<file path="config.mk">
export PLATFORM = sky130hd
export DESIGN_NAME = if_fetch
export DESIGN_NICKNAME = d
export VERILOG_FILES = /design/src/rtl/if_fetch_pkg.sv /design/src/rtl/if_fifo.sv /design/src/rtl/if_fetch.sv
export SDC_FILE = /design/constraint.sdc
export NUM_CORES = 1
export LEC_CHECK = 0
export ABC_AREA = 1
export ABC_CLOCK_PERIOD_IN_PS = 10300
export BUFFER_PORTS_ARGS = -buffer_cell sky130_fd_sc_hd__clkbuf_2
export CAP_MARGIN = 20
export CORE_UTILIZATION = 60
export CTS_CLUSTER_SIZE = 24
export DETAILED_ROUTE_END_ITERATION = 8
export PLACE_DENSITY = 0.82
export SYNTH_ARGS = -nofsm -noshare
export SYNTH_HDL_FRONTEND = slang
export SYNTH_SLANG_ARGS = --single-unit
</file>
<file path="constraint.sdc">
create_clock -name clk -period 10.3 [get_ports clk]
set_input_delay 1.03 -clock clk [delete_from_list [all_inputs] [get_ports clk]]
set_output_delay 1.03 -clock clk [all_outputs]
set_load 0.01 [all_outputs]
</file>
<file path="src/rtl/if_fetch_pkg.sv">
// Shared CPU constants and types used by the instruction-fetch unit.
package if_fetch_pkg;

  localparam int XLEN         = 32;  // instruction / byte-address width
  localparam int AW           = 30;  // word-address width (pc[31:2])
  localparam int IF_DEPTH     = 4;   // default instruction-queue entries
  localparam int IF_MAX_OUTST = 2;   // default requests in flight

  // One instruction-queue entry: word address of the fetch plus the data.
  typedef struct packed {
    logic [AW-1:0]   tag;
    logic [XLEN-1:0] word;
  } iq_entry_t;

  // Word address to byte address.
  function automatic logic [XLEN-1:0] word_to_byte(input logic [AW-1:0] w);
    return {w, 2'b00};
  endfunction

endpackage

</file>
<file path="src/rtl/if_fifo.sv">
// Small synchronous FIFO with flush. Head data is read straight from storage
// and forced to zero while empty, so the output is zero whenever no entry is
// held. Storage itself carries no reset.
module if_fifo #(
  parameter int W     = 8,
  parameter int DEPTH = 4,
  localparam int PW   = (DEPTH > 1) ? $clog2(DEPTH) : 1,
  localparam int CW   = $clog2(DEPTH + 1)
) (
  input  logic          clk,
  input  logic          rst,
  input  logic          flush,
  input  logic          push,
  input  logic [W-1:0]  wdata,
  input  logic          pop,
  output logic [W-1:0]  rdata,
  output logic          valid,
  output logic [CW-1:0] count
);

  localparam logic [CW-1:0] FULL = CW'(DEPTH);

  logic [W-1:0]  mem [DEPTH];
  logic [PW-1:0] wptr;
  logic [PW-1:0] rptr;
  logic          do_push;
  logic          do_pop;

  // Pointers wrap at DEPTH even when DEPTH is not a power of two.
  function automatic logic [PW-1:0] nxt(input logic [PW-1:0] p);
    return (p == PW'(DEPTH - 1)) ? '0 : p + PW'(1);
  endfunction

  // Qualify requests: never pop empty, never push full (unless a pop frees a slot).
  always_comb begin
    do_pop  = pop && (count != '0);
    do_push = push && ((count != FULL) || do_pop);
  end

  // Data storage write, no reset needed.
  always_ff @(posedge clk) begin
    if (do_push) mem[wptr] <= wdata;
  end

  // Pointer and occupancy update; flush empties the FIFO and wins over push/pop.
  always_ff @(posedge clk or negedge rst) begin
    if (!rst) begin
      wptr  <= '0;
      rptr  <= '0;
      count <= '0;
    end else if (flush) begin
      wptr  <= '0;
      rptr  <= '0;
      count <= '0;
    end else begin
      if (do_push) wptr <= nxt(wptr);
      if (do_pop)  rptr <= nxt(rptr);
      case ({do_push, do_pop})
        2'b10:   count <= count + CW'(1);
        2'b01:   count <= count - CW'(1);
        default: count <= count;
      endcase
    end
  end

  // Head view, zero while empty.
  always_comb begin
    valid = (count != '0);
    rdata = valid ? mem[rptr] : '0;
  end

endmodule

</file>
<file path="src/rtl/if_fetch.sv">
// Instruction-fetch unit: issues word reads to instruction memory, tracks the
// address of every granted request in an in-order tag FIFO, and collects the
// returning words into an instruction queue read by decode.
//
// Handshakes: imem_req/imem_gnt transfer a request on a cycle where both are 1
// (pc_wr marks that cycle); imem_rvalid returns one word per cycle in request
// order; inst_valid/inst_ready hand the queue head to decode on a cycle where
// both are 1. A redirect cancels everything already fetched or in flight.
module if_fetch
  import if_fetch_pkg::*;
#(
  parameter int DEPTH     = IF_DEPTH,
  parameter int MAX_OUTST = IF_MAX_OUTST
) (
  input  logic            clk,
  input  logic            rst,
  input  logic [AW-1:0]   pc,
  output logic            pc_wr,
  input  logic            redirect,
  output logic            imem_req,
  output logic [AW-1:0]   imem_addr,
  input  logic            imem_gnt,
  input  logic            imem_rvalid,
  input  logic [XLEN-1:0] imem_rdata,
  output logic            inst_valid,
  output logic [XLEN-1:0] inst,
  output logic [XLEN-1:0] inst_pc,
  input  logic            inst_ready
);

  localparam int QCW = $clog2(DEPTH + 1);
  localparam int OCW = $clog2(MAX_OUTST + 1);

  logic [QCW-1:0] count;     // instruction-queue occupancy
  logic [OCW-1:0] outst;     // granted requests still awaiting data
  logic [OCW-1:0] discard;   // responses still to be thrown away after a redirect
  logic           tag_valid;
  logic [AW-1:0]  tag_head;
  logic           rsp;       // legal response this cycle
  logic           rsp_keep;  // response that goes into the queue
  logic           q_pop;
  iq_entry_t      q_wdata;
  iq_entry_t      q_head;

  // Request only when a queue slot is reserved for every word in flight plus this one.
  always_comb begin
    imem_req  = rst && !redirect && (int'(outst) < MAX_OUTST)
                && ((int'(count) + int'(outst)) < DEPTH);
    pc_wr     = imem_req && imem_gnt;
    imem_addr = pc;
    rsp       = imem_rvalid && tag_valid;
    rsp_keep  = rsp && (discard == '0) && !redirect;
    q_pop     = inst_valid && inst_ready && !redirect;
    q_wdata   = '{tag: tag_head, word: imem_rdata};
    inst      = q_head.word;
    inst_pc   = word_to_byte(q_head.tag);
  end

  // Address of every granted request, popped as its response returns.
  if_fifo #(.W(AW), .DEPTH(MAX_OUTST)) u_tag_fifo (
    .clk   (clk),
    .rst   (rst),
    .flush (1'b0),
    .push  (pc_wr),
    .wdata (pc),
    .pop   (rsp),
    .rdata (tag_head),
    .valid (tag_valid),
    .count (outst)
  );

  // Fetched instructions waiting for decode; emptied by a redirect.
  if_fifo #(.W($bits(iq_entry_t)), .DEPTH(DEPTH)) u_inst_queue (
    .clk   (clk),
    .rst   (rst),
    .flush (redirect),
    .push  (rsp_keep),
    .wdata (q_wdata),
    .pop   (q_pop),
    .rdata (q_head),
    .valid (inst_valid),
    .count (count)
  );

  // Discard counter: on redirect, every response still owed after this cycle is stale.
  always_ff @(posedge clk or negedge rst) begin
    if (!rst) begin
      discard <= '0;
    end else if (redirect) begin
      discard <= outst - OCW'(rsp);
    end else if (rsp && (discard != '0)) begin
      discard <= discard - OCW'(1);
    end
  end

  // A response with nothing outstanding means the memory side lost track.
  a_no_orphan_rvalid: assert property (@(posedge clk) disable iff (!rst)
                                       !(imem_rvalid && (outst == '0)));

endmodule

</file>
==> results of run 1 <==
==> critical path, stage by stage, from the launching register on <==
cell and delay (ps):
dfrtp_4 650, clkinv_2 240, buf_4 830, o21ai_0 290, a21oi_1 290, clkbuf_2 180
==> how the worst max path moves through the flow <==
stage,startpoint,to,slack (ps),cells past startpoint
after floorplan,redirect,u_inst_queue.mem[0][0]$_DFFE_PP_,5840,5
after global placement,u_inst_queue.rptr[0]$_DFFE_PN0P_,inst_pc[22],6870,5
after detailed placement,u_inst_queue.rptr[0]$_DFFE_PN0P_,inst_pc[24],6760,5
after CTS,u_inst_queue.rptr[0]$_DFFE_PN0P_,inst_pc[13],6160,5
after global routing,u_inst_queue.rptr[0]$_DFFE_PN0P_,inst_pc[24],5970,5
final,u_inst_queue.rptr[0]$_DFFE_PN0P_,inst_pc[28],6190,5
==> cell families (layout without fill, tap and decap cells) <==
| family | count (synthesis) | count (layout) | synth area share |
|---|---|---|---|
| AND/OR/NAND/NOR | 352 | 352 | 0.105 |
| flip-flops | 321 | 321 | 0.743 |
| AO/OA/AOI/OAI | 233 | 233 | 0.0919 |
| buffers and inverters | 115 | 256 | 0.0460 |
| adder cells (fa/ha/maj) | 10 | 10 | 0.0103 |
| XOR/XNOR | 5 | 5 | 0.00340 |
| other | 1 | 2 | 0.000291 |
==> metal layers <==
| metal | track usage | vias to the layer above | part of all wire |
|---|---|---|---|
| li1 | - | 3852 | - |
| met1 | 0.315 | 3891 | 0.42 |
| met2 | 0.393 | 317 | 0.50 |
| met3 | 0.0261 | 35 | 0.060 |
| met4 | 0.0639 | 0 | 0.015 |
| met5 | 0 | - | 0 |
==> layout make-up <==
| type | instances | area share |
|---|---|---|
| flip-flops and latches | 321 | 0.655 |
| multi-input cells | 602 | 0.189 |
| repair buffers | 174 | 0.0616 |
| clock buffers | 39 | 0.0551 |
| well taps | 275 | 0.0235 |
| clock inverters | 16 | 0.00924 |
| inverters | 27 | 0.00710 |
==> synthesized netlist by cell type <==
| library cell | count | area share |
|---|---|---|
| a21oi_1 | 93 | 0.036 |
| a21oi_2 | 1 | 0.00068 |
| a22oi_1 | 1 | 0.00058 |
| buf_2 | 14 | 0.0054 |
| buf_4 | 38 | 0.022 |
| clkbuf_1 | 36 | 0.010 |
| clkinv_2 | 1 | 0.00039 |
| conb_1 | 1 | 0.00029 |
| dfrtp_1 | 13 | 0.025 |
| edfxtp_1 | 308 | 0.72 |
| fa_1 | 1 | 0.0016 |
| ha_1 | 9 | 0.0087 |
| inv_1 | 19 | 0.0055 |
| inv_2 | 7 | 0.0020 |
| nand2_1 | 79 | 0.023 |
| nand2_2 | 3 | 0.0015 |
| nand3_1 | 8 | 0.0031 |
| nor2_1 | 256 | 0.075 |
| nor2_2 | 4 | 0.0019 |
| nor3_2 | 1 | 0.00078 |
| o211ai_1 | 1 | 0.00058 |
| o21a_1 | 1 | 0.00058 |
| o21ai_0 | 70 | 0.027 |
| o21ai_1 | 64 | 0.025 |
| o21ai_2 | 2 | 0.0014 |
| or2_0 | 1 | 0.00049 |
| xnor2_1 | 1 | 0.00068 |
| xor2_1 | 4 | 0.0027 |
==> power by group through the flow <==
stage	Clock [uW]	Sequential, uW	Combinational (uW)
2_1_floorplan	0	1650	821
3_3_place_gp	0	1680	1170
3_5_place_dp	0	1680	1200
4_1_cts	1060	1650	1220
5_1_grt	1110	1660	1340
6_report	1050	1650	1210
==> flip-flops by register name, summed over array words and instances, names as in the netlist <==
signal and count:
u_inst_queue.rptr 2, u_inst_queue.mem 248, discard 2, u_inst_queue.wptr 2, u_tag_fifo.rptr 1, u_tag_fifo.mem 60, u_inst_queue.count 3, u_tag_fifo.wptr 1
u_tag_fifo.count 2
==> metrics by stage <==
step | cell area [um^2] | utilization | instances | total power (uW) | hold slack [ps]
finish | 14600 | 0.696 | 1454 | 3910 | 402
global placement | 13700 | 0.651 | 1399 | 2840 | 516
floorplan | 12900 | - | 1038 | 2480 | 485
global route | 14600 | 0.696 | 1454 | 4120 | 414
detailed placement | 13700 | 0.651 | 1399 | 2890 | 529
CTS | 14600 | 0.696 | 1454 | 3930 | 398
==> summary.md, run 1 <==
| Metric | Value |
|---|---|
| Mean post-synth cell area | approximately 12 um^2 |
| Total number of vias | about 8100 |
| Syn. warnings | 0 |
| CTS tree | built |
| Post-CTS setup buffers | 0 |
| Commonest cells after routing, fill and taps aside | edfxtp_1, nor2_1, clkbuf_2 |
| Wirelength per Cell | around 18 um |
| FF+latch area | between 9000 and 10000 um^2 |
| CTS resizes | 0 |
| Initial drt markers | approximately 600 |
| Buffers on Ports | 162 |
| Static Leak | about 0.0054 uW |
| Num Clock Sinks | ~320 |
| Min cycle time layout | 4110 ps |
| Max_cap viols | 0 |
| Yosys reg bits | around 320 |
| Pre-Repair DR Iteration Count | 6 |
| Final-report setup violation count | 0 |
| Drt total wl | between 20 and 30 mm |
| CP Class | reg2out |
| Core Box Area | 21000 um^2 |
| Vert. Die Dim | ~150 um |
| Pin count of the biggest net entering global routing | 111 |
| Net Sw Frac | 0.344 |
| Least-Margin Pin Slew | about 1100 ps |
| Worst slack at placement | approximately 6800 ps |
| Via density | about 5.6 |
| Critical path arrival | between 3000 and 4000 ps |
| Commonest non-fill, non-tap cell in the layout | edfxtp_1 |
| Layout cell share with drive strength beyond 1 | 0.204 |
| Vias in the first global route | 7600 |
| Root Buffer | clkbuf_16 |
| Clock share of power | 0.269 |
| Post-DP HPWL | roughly 14 mm |
| Max Clock Skew | roughly 13 ps |
| Clock transition at the registers of the reported paths | 60 ps |
| Final period util | 0.399 |
| Hold WC Path Type | in2async |
| Fin Setup TNS | 0 ps |
| Final worst setup slack | 6190 ps |
| FF-to-FF Start | discard[1]$_DFFE_PN0P_ |
| Clk_lat worst skew | 550 ps |
| Switch Pwr | 1350 uW |
| Die Wd | roughly 150 um |
| R2r setup slk | about 7600 ps |
| Post-synthesis instance area | roughly 13000 um^2 |
| CP endpoint kind | primary output |
| Mapped Cells | roughly 1000 |
| Quantity of hold-fixing buffers added after cts | 0 |
| First-pass GRT wire length | 39.3 mm |
| Multi-input logic area | 2760 um^2 |
| R2r worst-path depth | 7 |
| Sequential fraction of the synthesis area | 0.743 |
| Total GRT Usage | 0.230 |
| Number of fill cells | around 1400 |
| Drt drc | 0 |
| Die area | ~22000 um^2 |
| Combinational power share | 0.308 |
| RSZ-0062 raised after global routing | no |
| Routed Antenna Nets | 0 |
| Final Hold Fails | 0 |
| Pins Over Slew Limit | 0 |
| Area grow syn2layout | 13.5% |
| Internal | around 2600 uW |
| Register share of total power | 0.423 |
| Fmax | around 240 MHz |
| Startpoint types | register |
| N_diodes | 0 |
| Critical path required time | approximately 9300 ps |
| H-tree depth | 1 |
| Initial antenna violation count | 0 |
| Crit Reg-Reg Endpoint | u_inst_queue.mem[1][0]$_DFFE_PP_ |
| Crit path max fanout | between 100 and 150 |
| Status | finished, final reports clean |
| Worst vdd ir | about 0.00016 V |
| GRT overflow | 0 |
| Inserted Clock Buffers | 31 |
| Relative slew slack | 0.290 |
| # IOs | 165 |
| Clock buffer depth | 3 |
| Row count | 53 |
| Placer Congestion | 0.728 |
| PwrDens | 268 nW/um^2 |
| # nets final | approximately 1200 |
| Initial Util | 0.613 |
| Unique masters post-synth | 28 |
(Power assumes the default switching activity.)
==> inputs of run 2 (changes only) <==
--- a/config.mk
+++ b/config.mk
@@ -6,13 +6,13 @@
 export NUM_CORES = 1
 export LEC_CHECK = 0
 export ABC_AREA = 1
-export ABC_CLOCK_PERIOD_IN_PS = 10300
+export ABC_CLOCK_PERIOD_IN_PS = 3400
 export BUFFER_PORTS_ARGS = -buffer_cell sky130_fd_sc_hd__clkbuf_2
 export CAP_MARGIN = 20
-export CORE_UTILIZATION = 60
+export CORE_UTILIZATION = 52
 export CTS_CLUSTER_SIZE = 24
 export DETAILED_ROUTE_END_ITERATION = 8
-export PLACE_DENSITY = 0.82
+export PLACE_DENSITY = 0.76
 export SYNTH_ARGS = -nofsm -noshare
 export SYNTH_HDL_FRONTEND = slang
 export SYNTH_SLANG_ARGS = --single-unit
==> constraint.sdc (replaced) <==
create_clock -name clk -period 3.4 [get_ports clk]
set_input_delay 0.34 -clock clk [delete_from_list [all_inputs] [get_ports clk]]
set_output_delay 0.34 -clock clk [all_outputs]
set_load 0.01 [all_outputs]
==> summary.md, run 2 (synthesis results as in run 1) <==
| Metric | Value |
|---|---|
| Commonest non-fill, non-tap cell in the layout | edfxtp_1 |
| Commonest cells after routing, fill and taps aside | edfxtp_1, nor2_1, clkbuf_2 |
| Hold WC Path Type | in2reg |
| Top reg by flops | u_inst_queue.mem |
| Clk_lat worst skew | 540 ps (about the same) |
| Total power after layout | 11900 uW (+200%) |
| Total number of vias | 8011 (-1.0%) |
| Buffers on Ports | 162 (unchanged) |
| Hold Startpoint | pc[29] |
| Root Buffer | clkbuf_16 |
| Die area | 25400 um^2 (+15%) |
| Min cycle time layout | 2930 ps |
| Pin count of the biggest net entering global routing | 93 (-16%) |
| # IOs | 165 (unchanged) |
| Drt drc | 0 (unchanged) |
| Final Hold Fails | 0 (unchanged) |
| Worst hold stages | 1 |
| Largest regs | u_inst_queue.mem x248, u_tag_fifo.mem x60, u_inst_queue.count x3 |
| H-tree depth | 1 (unchanged) |
| RSZ-0062 raised after global routing | no |
| Max reg flops | 248 (unchanged) |
| Initial drt markers | 576 (-3.0%) |
| Critical path arrival | 2590 ps (-490 ps) |
| Area grow syn2layout | 16.3% |
| Core Box Area | 24300 um^2 (+16%) |
| Critical path required time | 3060 ps (-6210 ps) |
| CP endpoint kind | primary output |
| CTS tree | built |
| R2r setup slk | 1040 ps (-6550 ps) |
| Initial Util | 0.530 (-0.0832) |
| Static Leak | 0.00549 uW (+2.3%) |
| Wirelength per Cell | 16.6 um (-5.3%) |
| Placed Instance Area | 13800 um^2 (+1.2%) |
| Least-Margin Pin Slew | 954 ps (-112 ps) |
| GRT overflow | 0 (unchanged) |
| Status | finished, final reports clean |
| Post-CTS setup buffers | 0 (unchanged) |
| Pre-Repair DR Iteration Count | 5 (-1) |
| Worst vdd ir | 0.000360 V (+120%) |
| Placer Congestion | 0.749 (+3.0%) |
| Relative slew slack | 0.363 (+0.0737) |
| Layout cell share with drive strength beyond 1 | 0.200 (-0.00458) |
| Crit path max fanout | 92 (-16%) |
| Clock transition at the registers of the reported paths | 60 ps (about the same) |
| Max Clock Skew | 10.2 ps (-3.08 ps) |
| Drt total wl | 25.3 mm (-0.68%) |
| Total GRT Usage | 0.200 (-0.0304) |
| Vert. Die Dim | 159 um (+7.3%) |
| CP Class | reg2out |
| First-pass GRT wire length | 39.8 mm (+1.3%) |
| Vias in the first global route | 7815 (+2.8%) |
| # nets final | 1255 (+1.6%) |
| Inserted Clock Buffers | 31 (unchanged) |
| FF-to-FF Start | u_inst_queue.count[1]$_DFFE_PN0P_ |
| Finished Cell Area | 15000 um^2 (+2.5%) |
| Final-report setup violation count | 0 (unchanged) |
| N_diodes | 0 (unchanged) |
| Die Wd | 159 um (+7.3%) |
| Crit Reg-Reg Endpoint | u_tag_fifo.mem[1][18]$_DFFE_PP_ |
| Routed Antenna Nets | 0 (unchanged) |
| Fmax | about 340 MHz |
| Final period util | 0.863 |
| R2r worst-path depth | 5 (-2) |
| PwrDens | 795 nW/um^2 (+200%) |
| Clock buffer depth | 3 (unchanged) |
| Row count | 57 (+7.5%) |
| Max_cap viols | 0 (unchanged) |
| Hold path endpoint | u_tag_fifo.mem[0][29]$_DFFE_PP_ |
| Via density | 5.25 (-5.6%) |
| Initial antenna violation count | 0 (unchanged) |
| Startpoint types | register |
| Post-DP HPWL | 14.2 mm (-1.3%) |
| Num Clock Sinks | 321 (unchanged) |
| Pins Over Slew Limit | 0 (unchanged) |
## run 2: worst max-delay path, stage by stage (launching register included)
cell,delay [ps]
dfrtp_4,680
inv_4,350
buf_12,350
o21ai_0,160
a21oi_1,250
clkbuf_2,170
## run 2: cell type report
cell class	count	area, um^2
Sequential cell	321	9580
Clock buffer	38	802
Inverter	27	105
Tap cell	324	405
Timing Repair Buffer	194	1200
Multi-Input combinational cell	602	2760
Clock inverter	19	134
Fill cell	1826	9330
## run 2: per-layer routing
layer	vias to the layer above	routed length [um]	GRT usage
li1	3878	-	-
met1	3844	10600	0.249
met2	259	12700	0.353
met3	30	1520	0.0333
met4	0	515	0.0673
met5	-	0	0
## run 2: metrics by stage
step | std cells | setup TNS (ps) | util | hold WS, ps | worst slack (ps)
3_5_place_dp | 1447 | 0 | 0.569 | 281 | 1010
6_report | 1525 | 0 | 0.617 | 18.2 | 467
5_1_grt | 1525 | 0 | 0.617 | 0.307 | 337
4_1_cts | 1523 | 0 | 0.616 | 0.500 | 484
3_3_place_gp | 1447 | 0 | 0.569 | 276 | 1060
2_1_floorplan | 1038 | -139480 | - | 44.4 | -562
## run 2: power breakdown
part | total, uW | switching [uW] | internal (uW)
Sequential | 5010 | 170 | 4840
Clock | 3140 | 1330 | 1810
Combinational | 3770 | 2580 | 1200
## run 2: worst max-delay path by stage
stage | to | depth (start not counted) | startpoint | slack [ps]
floorplan | u_inst_queue.mem[0][0]$_DFFE_PP_ | 6 | discard[0]$_DFFE_PN0P_ | -560
global placement | inst_pc[4] | 5 | u_inst_queue.rptr[0]$_DFFE_PN0P_ | 1060
detailed placement | u_tag_fifo.mem[1][7]$_DFFE_PP_ | 5 | u_inst_queue.count[1]$_DFFE_PN0P_ | 1010
CTS | inst_pc[4] | 5 | u_inst_queue.rptr[0]$_DFFE_PN0P_ | 480
global route | inst_pc[27] | 5 | u_inst_queue.rptr[0]$_DFFE_PN0P_ | 340
finish | inst[3] | 5 | u_inst_queue.rptr[0]$_DFFE_PN0P_ | 470
## run 2: timing repair
item	in CTS	in global routing
resized for setup	0	0
hold buffers	19	2
hold endpoints to repair	54	6
